[src/rtl/draw_pkg.sv]
// Shared constants and FSM state type for the Bresenham line drawer.
package draw_pkg;

  localparam int DEF_X_W      = 8;
  localparam int DEF_Y_W      = 7;
  localparam int DEF_COLOUR_W = 3;
  localparam int DEF_SCREEN_W = 160;
  localparam int DEF_SCREEN_H = 120;

  // err needs X_W+3 bits so that 2*err fits in X_W+4 with no overflow.
  localparam int DEF_ERR_W = DEF_X_W + 3;
  localparam int DEF_E2_W  = DEF_ERR_W + 1;

  typedef enum logic [1:0] {
    IDLE = 2'd0,
    INIT = 2'd1,
    DRAW = 2'd2,
    DONE = 2'd3
  } state_t;

endpackage

[src/rtl/bresenham_step.sv]
// Combinational single Bresenham step: next position, next error term and end-of-line flag.
module bresenham_step
  import draw_pkg::*;
#(
  parameter int X_W   = DEF_X_W,
  parameter int Y_W   = DEF_Y_W,
  parameter int ERR_W = X_W + 3
) (
  input  logic [X_W-1:0]          x,
  input  logic [Y_W-1:0]          y,
  input  logic [X_W-1:0]          x1,
  input  logic [Y_W-1:0]          y1,
  input  logic signed [ERR_W-1:0] err,
  input  logic signed [ERR_W-1:0] dx,
  input  logic signed [ERR_W-1:0] dy,
  input  logic                    sx_neg,
  input  logic                    sy_neg,
  output logic [X_W-1:0]          x_next,
  output logic [Y_W-1:0]          y_next,
  output logic signed [ERR_W-1:0] err_next,
  output logic                    at_end
);

  localparam int E2_W = ERR_W + 1;

  logic signed [E2_W-1:0] e2;
  logic signed [E2_W-1:0] dx_w;
  logic signed [E2_W-1:0] dy_w;
  logic                   step_x;
  logic                   step_y;

  always_comb begin
    e2       = {err, 1'b0};
    dx_w     = E2_W'(dx);
    dy_w     = E2_W'(dy);
    at_end   = (x == x1) && (y == y1);
    step_x   = (e2 >= dy_w);
    step_y   = (e2 <= dx_w);
    x_next   = x;
    y_next   = y;
    // Both axis updates may fire together; err takes the sum of both increments.
    err_next = err + (step_x ? dy : '0) + (step_y ? dx : '0);
    if (step_x) x_next = sx_neg ? x - X_W'(1) : x + X_W'(1);
    if (step_y) y_next = sy_neg ? y - Y_W'(1) : y + Y_W'(1);
  end

endmodule

[src/rtl/bresenham_line_drawer.sv]
// All-octant Bresenham line drawer feeding vga_adapter, one pixel per clock.
// Define BRESENHAM_CLIP_EN to suppress plot for pixels outside SCREEN_W x SCREEN_H.
module bresenham_line_drawer
  import draw_pkg::*;
#(
  parameter int X_W      = DEF_X_W,
  parameter int Y_W      = DEF_Y_W,
  parameter int COLOUR_W = DEF_COLOUR_W,
  parameter int SCREEN_W = DEF_SCREEN_W,
  parameter int SCREEN_H = DEF_SCREEN_H
) (
  input  logic                clock,
  input  logic                resetn,
  input  logic                start,
  input  logic [X_W-1:0]      x0,
  input  logic [Y_W-1:0]      y0,
  input  logic [X_W-1:0]      x1,
  input  logic [Y_W-1:0]      y1,
  input  logic [COLOUR_W-1:0] colour_in,
  output logic [X_W-1:0]      x,
  output logic [Y_W-1:0]      y,
  output logic [COLOUR_W-1:0] colour,
  output logic                plot,
  output logic                busy,
  output logic                done,
  output logic [1:0]          state_dbg
);

  localparam int ERR_W = X_W + 3;

`ifdef BRESENHAM_CLIP_EN
  localparam bit CLIP = 1'b1;
`else
  localparam bit CLIP = 1'b0;
`endif

  state_t state, state_next;

  logic [X_W-1:0]          lx0, lx1, cx, nx;
  logic [Y_W-1:0]          ly0, ly1, cy, ny;
  logic signed [ERR_W-1:0] err_q, dx_q, dy_q, nerr;
  logic signed [ERR_W-1:0] dx_init, dy_init;
  logic                    sx_neg, sy_neg, at_end, visible;

  assign state_dbg = state;

  bresenham_step #(.X_W(X_W), .Y_W(Y_W), .ERR_W(ERR_W)) u_step (
    .x(cx), .y(cy), .x1(lx1), .y1(ly1),
    .err(err_q), .dx(dx_q), .dy(dy_q),
    .sx_neg(sx_neg), .sy_neg(sy_neg),
    .x_next(nx), .y_next(ny), .err_next(nerr), .at_end(at_end)
  );

  always_comb begin
    dx_init = ERR_W'((lx1 >= lx0) ? lx1 - lx0 : lx0 - lx1);
    dy_init = -ERR_W'((ly1 >= ly0) ? ly1 - ly0 : ly0 - ly1);
    visible = !CLIP || ((int'(cx) < SCREEN_W) && (int'(cy) < SCREEN_H));
  end

  always_ff @(posedge clock or negedge resetn) begin
    if (!resetn) state <= IDLE;
    else         state <= state_next;
  end

  always_comb begin
    state_next = state;
    case (state)
      IDLE:    if (start) state_next = INIT;
      INIT:    state_next = DRAW;
      DRAW:    if (at_end) state_next = DONE;
      DONE:    state_next = IDLE;
      default: state_next = IDLE;
    endcase
  end

  // Outputs lag the internal position by one register so the first plot lands at k+2.
  always_ff @(posedge clock or negedge resetn) begin
    if (!resetn) begin
      lx0 <= '0; ly0 <= '0; lx1 <= '0; ly1 <= '0;
      cx <= '0; cy <= '0;
      err_q <= '0; dx_q <= '0; dy_q <= '0;
      sx_neg <= 1'b0; sy_neg <= 1'b0;
      x <= '0; y <= '0; colour <= '0;
      plot <= 1'b0; busy <= 1'b0; done <= 1'b0;
    end else begin
      done <= 1'b0;
      case (state)
        IDLE: begin
          plot <= 1'b0;
          if (start) begin
            lx0 <= x0; ly0 <= y0; lx1 <= x1; ly1 <= y1;
            colour <= colour_in;
          end
        end
        INIT: begin
          dx_q   <= dx_init;
          dy_q   <= dy_init;
          err_q  <= dx_init + dy_init;
          sx_neg <= !(lx0 < lx1);
          sy_neg <= !(ly0 < ly1);
          cx     <= lx0;
          cy     <= ly0;
          busy   <= 1'b1;
        end
        DRAW: begin
          x    <= cx;
          y    <= cy;
          plot <= visible;
          if (!at_end) begin
            cx    <= nx;
            cy    <= ny;
            err_q <= nerr;
          end
        end
        DONE: begin
          plot <= 1'b0;
          busy <= 1'b0;
          done <= 1'b1;
        end
        default: ;
      endcase
    end
  end

endmodule

[config.mk]
export PLATFORM = sky130hd
export DESIGN_NAME = bresenham_line_drawer
export DESIGN_NICKNAME = d
export VERILOG_FILES = /design/src/rtl/draw_pkg.sv /design/src/rtl/bresenham_step.sv /design/src/rtl/bresenham_line_drawer.sv
export SDC_FILE = /design/constraint.sdc
export NUM_CORES = 1
export LEC_CHECK = 0
export ABC_CLOCK_PERIOD_IN_PS = 13300
export BUFFER_PORTS_ARGS = -buffer_cell sky130_fd_sc_hd__buf_4
export CAP_MARGIN = 20
export CELL_PAD_IN_SITES_DETAIL_PLACEMENT = 0
export CELL_PAD_IN_SITES_GLOBAL_PLACEMENT = 1
export CORE_MARGIN = 2
export CORE_UTILIZATION = 52
export CTS_CLUSTER_SIZE = 24
export DETAILED_ROUTE_END_ITERATION = 8
export PLACE_DENSITY = 0.95
export SYNTH_ARGS = -nofsm -noshare
export SYNTH_HDL_FRONTEND = slang
export SYNTH_SLANG_ARGS = --single-unit
export TNS_END_PERCENT = 100
[constraint.sdc]
create_clock -name clock -period 13.3 [get_ports clock]
set_input_delay 1.33 -clock clock [delete_from_list [all_inputs] [get_ports clock]]
set_output_delay 1.33 -clock clock [all_outputs]
set_load 0.02 [all_outputs]
==> impl_metrics.ini, run 1 <==
[yosys]
synth.distinct_cells = 69
synth_top_area_share = 0.325
synth-compound-area-share = 0.148
synthXorXnorAreaFrac = 0.0664
synth_area_um2 = 7780
yosys.area_share.adder = 0.189
synth.avg_cell_area_um2 = 9.80
syn_nets = 937
ys.flop_type = dfrtp_1
synth_enable_flop_cells = 0
yosysTopAreaCell = dfrtp_1
postSynthCellCount = 794
ys_top_cells_by_count = 101 x dfrtp_1, 89 x ha_1, 76 x inv_1, 62 x mux2_2, 52 x nand2_1
synth_top_family_by_area = adder cells
synth_warnings = 0
ys_seq_elements = 101
yosys.area_share.simple = 0.105
synth_mux_area_frac = 0.111
yosysSeqAreaShare = 0.325
ys_async_sr_fraction = 1.00
ys_top_cells_by_area = dfrtp_1 32%, ha_1 14%, mux2_2 9.0%, fa_1 4.6%, xnor2_1 3.7%
synth_most_common_cell = dfrtp_1

[run_status]
status = completed

[sta]
rsz0062_at_grt = no
setup_violations = 0
max_slew_margin = 0.291
hold-worst-slack_ns = 0.495
final.setup.tns_ns = 0
period_share = 0.360
finClkSkew_ns = 0.00634
tightestPinTransition_ns = 1.06
finalHoldViolCount = 0
fin_crit_ns = 4.78
maxSlewViolCount = 0
max_freq_mhz = 209

[drt]
drtIter0Drc = 385
drc = 0
viasPerCell = 5.63
vias = 5818
wl_per_cell_um = 16.2
finalWirelength_um = 16800
drt_pass1_iterations = 4
drtAntennaViolNets = 0

[floorplanning]
die_h_um = 126
die_w_um = 126
ios = 59
dieArea_um2 = 16000
start_util = 0.533
fp.coreArea_um2 = 14600
rows = 44

[worst_hold_path]
min-delay-path-class = register to register
min_to = busy
hold_depth = 2
hp-start = busy

[clock_tree]
cts_tree = built
h-tree-depth = 3
clk_pin_slew_ns = 0.07
clk-insertion-delay-late_ns = 0.36
postCtsSetupBuffers = 0
cts-root-buf = clkbuf_16
cts_made_buffers = 9
clkSinkCount = 101
cts_resized = 0
clk_path_buf_depth = 2
cts_hold_buf = 0

[layout]
antennaDiodeCount = 0
fillers = 1252
fin_nets = 987
areaGrowthSynthToFinish_pct = 11.5
drive_above_1_share = 0.186

[global_route]
grt_pass1_vias = 5923
grt_use_total = 0.225
grt_max_degree = 68
grt_pass1_wl_um = 29000
antenna_found_initial = 0
gr-total-overflow = 0

[critical_path]
setup.worst_path.end_class = register
rr_startpoint = ly1[0]
timing.rr.end = err_q[10]
ff2ff_setup_slack_ns = 8.52
crit_fanout = 4
cp.required_ns = 13.53
worstPathArrival_ns = 5.01
critical_path_class = register to register
rr_worst_depth = 21
cp-start-kind = register

[placed_design]
port_buffers = 58
routabilityCongestion = 0.924
hpwl_um = 12900

[run]
cap_violations = 0
-- registers in the layout, indices dropped and copies added (netlist names) --
register,cells
sy_neg,1
busy,1
sx_neg,1
dy_q,11
lx0,8
plot,1
x,8
ly0,7
colour,3
cx,8
y,7
ly1,7
dx_q,9
done,1
cy,7
state_dbg,2
lx1,8
err_q,11
-- cell type report --
cell class,count,area [um^2],area share
inverter,76,285,0.0329
clock inverter,7,95.1,0.0110
sequential,101,2530,0.291
multi-input combinational,592,4830,0.557
tap,184,230,0.0265
clock buffer,9,225,0.0260
timing repair buffer,64,480,0.0554
-- placed cells by master (no fill, tap or decap), types with 16 or more instances in the layout --
master,n
nor2_1,47
a21oi_1,49
a21o_1,16
nand2_1,52
xor2_1,26
dfrtp_1,101
mux2_2,62
xnor2_1,33
inv_1,76
o21ai_0,49
ha_1,88
fa_1,18
buf_4,64
-- worst max path at each step --
stage	start	endpoint
6_report	ly1[0]	err_q[10]
3_3_place_gp	err_q[0]	err_q[7]
3_5_place_dp	err_q[0]	err_q[9]
4_1_cts	ly1[0]	err_q[10]
2_1_floorplan	err_q[0]	err_q[7]
5_1_grt	ly1[0]	err_q[10]
-- logic make-up (layout without fill, tap and decap cells) --
family / count (synthesis) / count (layout)
fa+ha+maj: 107 / 107
mux: 78 / 78
xor+xnor: 59 / 59
flops: 101 / 101
simple gates: 171 / 171
buf+inv: 101 / 156
compound gates: 177 / 177
-- metal layers --
| layer | up-vias | track usage | share of wire |
|---|---|---|---|
| met1 | 2809 | 0.316 | 0.48 |
| li1 | 2880 | - | - |
| met4 | 0 | 0.0601 | 0.017 |
| met2 | 107 | 0.363 | 0.46 |
| met5 | - | 0 | 0 |
| met3 | 22 | 0.0396 | 0.040 |
-- through the flow --
| step | cell area [um^2] | worst slack, ns | cells | utilization |
|---|---|---|---|---|
| 4_1_cts | 8670 | 8.54 | 1033 | 0.595 |
| 6_report | 8670 | 8.52 | 1033 | 0.595 |
| 2_1_floorplan | 7780 | 8.91 | 794 | - |
| 5_1_grt | 8670 | 8.04 | 1033 | 0.595 |
| 3_3_place_gp | 8350 | 8.64 | 1017 | 0.573 |
| 3_5_place_dp | 8350 | 8.57 | 1017 | 0.573 |
-- critical path, cell delays in order (launching register included) --
cell and delay (ns):
dfrtp_1 0.41, inv_1 0.07, ha_1 0.16, inv_1 0.06, fa_1 0.39, and3_1 0.20
o31ai_4 0.31, a21boi_0 0.20, o21ai_1 0.22, o31ai_1 0.15, nor3b_2 0.31, xor2_1 0.30
ha_1 0.29, inv_1 0.10, nor2_1 0.06, nor2_1 0.13, o21ai_0 0.15, o41ai_1 0.47
o21ai_0 0.20, xor2_1 0.18, xnor2_1 0.19, o221ai_2 0.11
Power of run 1 is not shown: default switching activity piles up to over one toggle a cycle in this logic, so the estimate is an artifact.
==> run 2: changes to the inputs <==
- ABC_AREA: default -> 1
- ABC_CLOCK_PERIOD_IN_PS: 13300 -> 3900
- CORE_UTILIZATION: 52 -> 42
- PLACE_DENSITY: 0.95 -> 0.87
- clock period: 13.3 -> 3.9 ns (I/O delays scaled with it)
==> impl_metrics.ini, run 2 <==
[run_status]
status = completed

[clock_tree]
cts-root-buf = clkbuf_16
clk_path_buf_depth = 2
cts_made_buffers = 9
cts_hold_buf = 0
clk_pin_slew_ns = 0.07
cts_tree = built
h-tree-depth = 3
clk-insertion-delay-late_ns = 0.35
clkSinkCount = 101

[layout]
top_regs = dy_q: 11 flops, err_q: 11 flops, dx_q: 9 flops
final_common_cell = nand2_1
fin_nets = 1300
final_cells = 1427
final_cell_mix = 224 x nand2_1, 143 x inv_1, 98 x buf_4, 94 x a21oi_1, 94 x dfrtp_1
design_area_um2 = 9920
areaGrowthSynthToFinish_pct = 19.7
drive_above_1_share = 0.202
antennaDiodeCount = 0

[sta]
worst_slack_ns = 0.110
rsz0062_at_grt = yes
tightestPinTransition_ns = 0.907
period_share = 0.972
fin_crit_ns = 3.79
maxSlewViolCount = 0
setup_violations = 0
finClkSkew_ns = 0.0117
finalHoldViolCount = 0
max_freq_mhz = 264
max_slew_margin = 0.395

[critical_path]
crit_path_max_incr_delay_ns = 0.48
crit_fanout = 5
critical_path_class = register to register
cp_slowest_cell = fa_1
cp-start-kind = register
setup.worst_path.end_class = register
worstPathArrival_ns = 4.01
crit_buf_inv = 2
crit_family = adder cells
crit_chain = inv_4, ha_1, nand4_1, nor2_2, nand2_1, nand4_1, nand3_2, nand2_2, inv_2, fa_1, ha_4, fa_2, nand3_2, nand2_1, nand2_1, nand2_1, a21oi_2, nor2_2, o21ai_1, nand2_1, xor2_1, a21oi_1, a21oi_1
cp_common_cell = nand2_1
cp.required_ns = 4.13

[drt]
drt_pass1_iterations = 5
vias = 7165
drc = 0
drtAntennaViolNets = 0
drtIter0Drc = 448
finalWirelength_um = 21400
viasPerCell = 5.02
wl_per_cell_um = 15.0
dr_wl_met2_um = 9950
top_layer_used = met4
met3_wirelength_um = 681
met1_length_um = 10300

[yosys]
synth_enable_flop_cells = 0
postSynthCellCount = 1075
ys_top_cells_by_area = dfrtp_1 30%, ha_1 13%, nand2_1 10%, inv_1 6.7%, a21oi_1 6.2%
synth_area_um2 = 8290
yosysSeqAreaShare = 0.305
syn_nets = 1218
synth_warnings = 0
synth_top_area_share = 0.305
ys_top_cells_by_count = 231 x nand2_1, 148 x inv_1, 103 x a21oi_1, 101 x dfrtp_1, 96 x nor2_1
yosysTopAreaCell = dfrtp_1
ys_seq_elements = 101
synth_most_common_cell = nand2_1
synth.distinct_cells = 54
ys.flop_type = dfrtp_1
synth.avg_cell_area_um2 = 7.71
ys_async_sr_fraction = 1.00

[global_route]
grt_use_total = 0.214
grt_pass1_wl_um = 34900
gr-total-overflow = 0
antenna_found_initial = 0
grt_pass1_vias = 6982
grt_max_degree = 70

[placed_design]
dp_cells = 1401
pre_cts_slack_ns = -0.116
routabilityCongestion = 0.881
port_buffers = 58
hpwl_um = 16800
placed_area_um2 = 9150

[run]
cap_violations = 0

[floorplanning]
die_h_um = 144
fp.coreArea_um2 = 19400
ios = 59
rows = 51
dieArea_um2 = 20900
start_util = 0.427
die_w_um = 144

[worst_hold_path]
min-delay-path-class = input pin to asynchronous set/reset pin
run 2: timing repair:
item                       CTS  global route
resized for setup           10            72
buffers inserted             0            10
setup endpoints to repair    2             6
pin swaps                    0            26
run 2: path summary, 6_finish.rpt:
kind	start	endpoint	slack [ns]	cells past startpoint
worst min-delay path	resetn	colour[0]	0.17	1
worst max register to register	dx_q[9]	err_q[9]	0.11	23
min in group clock	colour_in[0]	colour[0]	0.27	2
worst min register to register	x[6]	x[6]	0.47	2
max in group asynchronous	resetn	ly0[6]	2.90	2
worst max-delay path	dx_q[9]	err_q[9]	0.11	23
run 2: cell type report:
class	instances	area, um^2
multi-input cells	791	5380
repair buffers	100	767
fillers	1884	9480
clock buffers	10	229
well taps	265	332
flip-flops and latches	101	2540
inverters	154	584
clock inverters	6	91.3
run 2: cell families (layout without fill, tap and decap cells):
logic type,Yosys count,count (layout),share of synthesized area
flip-flops,101,101,0.305
multiplexers,5,5,0.00649
XOR/XNOR,45,45,0.0485
adder cells (fa/ha/maj),107,107,0.178
AO/OA/AOI/OAI,214,214,0.145
AND/OR/NAND/NOR,420,420,0.230
buffers and inverters,183,270,0.0879
run 2: worst reg2reg max path, stage by stage, from the launching register on:
cell     delay [ns]
dfrtp_1        0.43
inv_4          0.09
ha_1           0.32
nand4_1        0.14
nor2_2         0.15
nand2_1        0.08
nand4_1        0.11
nand3_2        0.12
nand2_2        0.08
inv_2          0.04
fa_1           0.48
ha_4           0.20
fa_2           0.38
nand3_2        0.08
nand2_1        0.05
nand2_1        0.07
nand2_1        0.07
a21oi_2        0.17
nor2_2         0.05
o21ai_1        0.13
nand2_1        0.07
xor2_1         0.14
a21oi_1        0.13
a21oi_1        0.08
run 2: routing by layer:
metal  track usage  vias up
met3        0.0242       33
met4        0.0664        0
met2         0.346      149
li1              -     3646
met5             0        -
met1         0.301     3337
run 2: metrics by stage:
stage | hold WS [ns] | TNS [ns] | utilization
after detailed placement | 0.461 | -0.171 | 0.472
after global routing | 0.241 | -0.294 | 0.511
after global placement | 0.457 | 0 | 0.472
after CTS | 0.188 | 0 | 0.491
after floorplan | 0.0944 | 0 | -
final | 0.171 | 0 | 0.511
Power of run 2 is left out for the same reason.
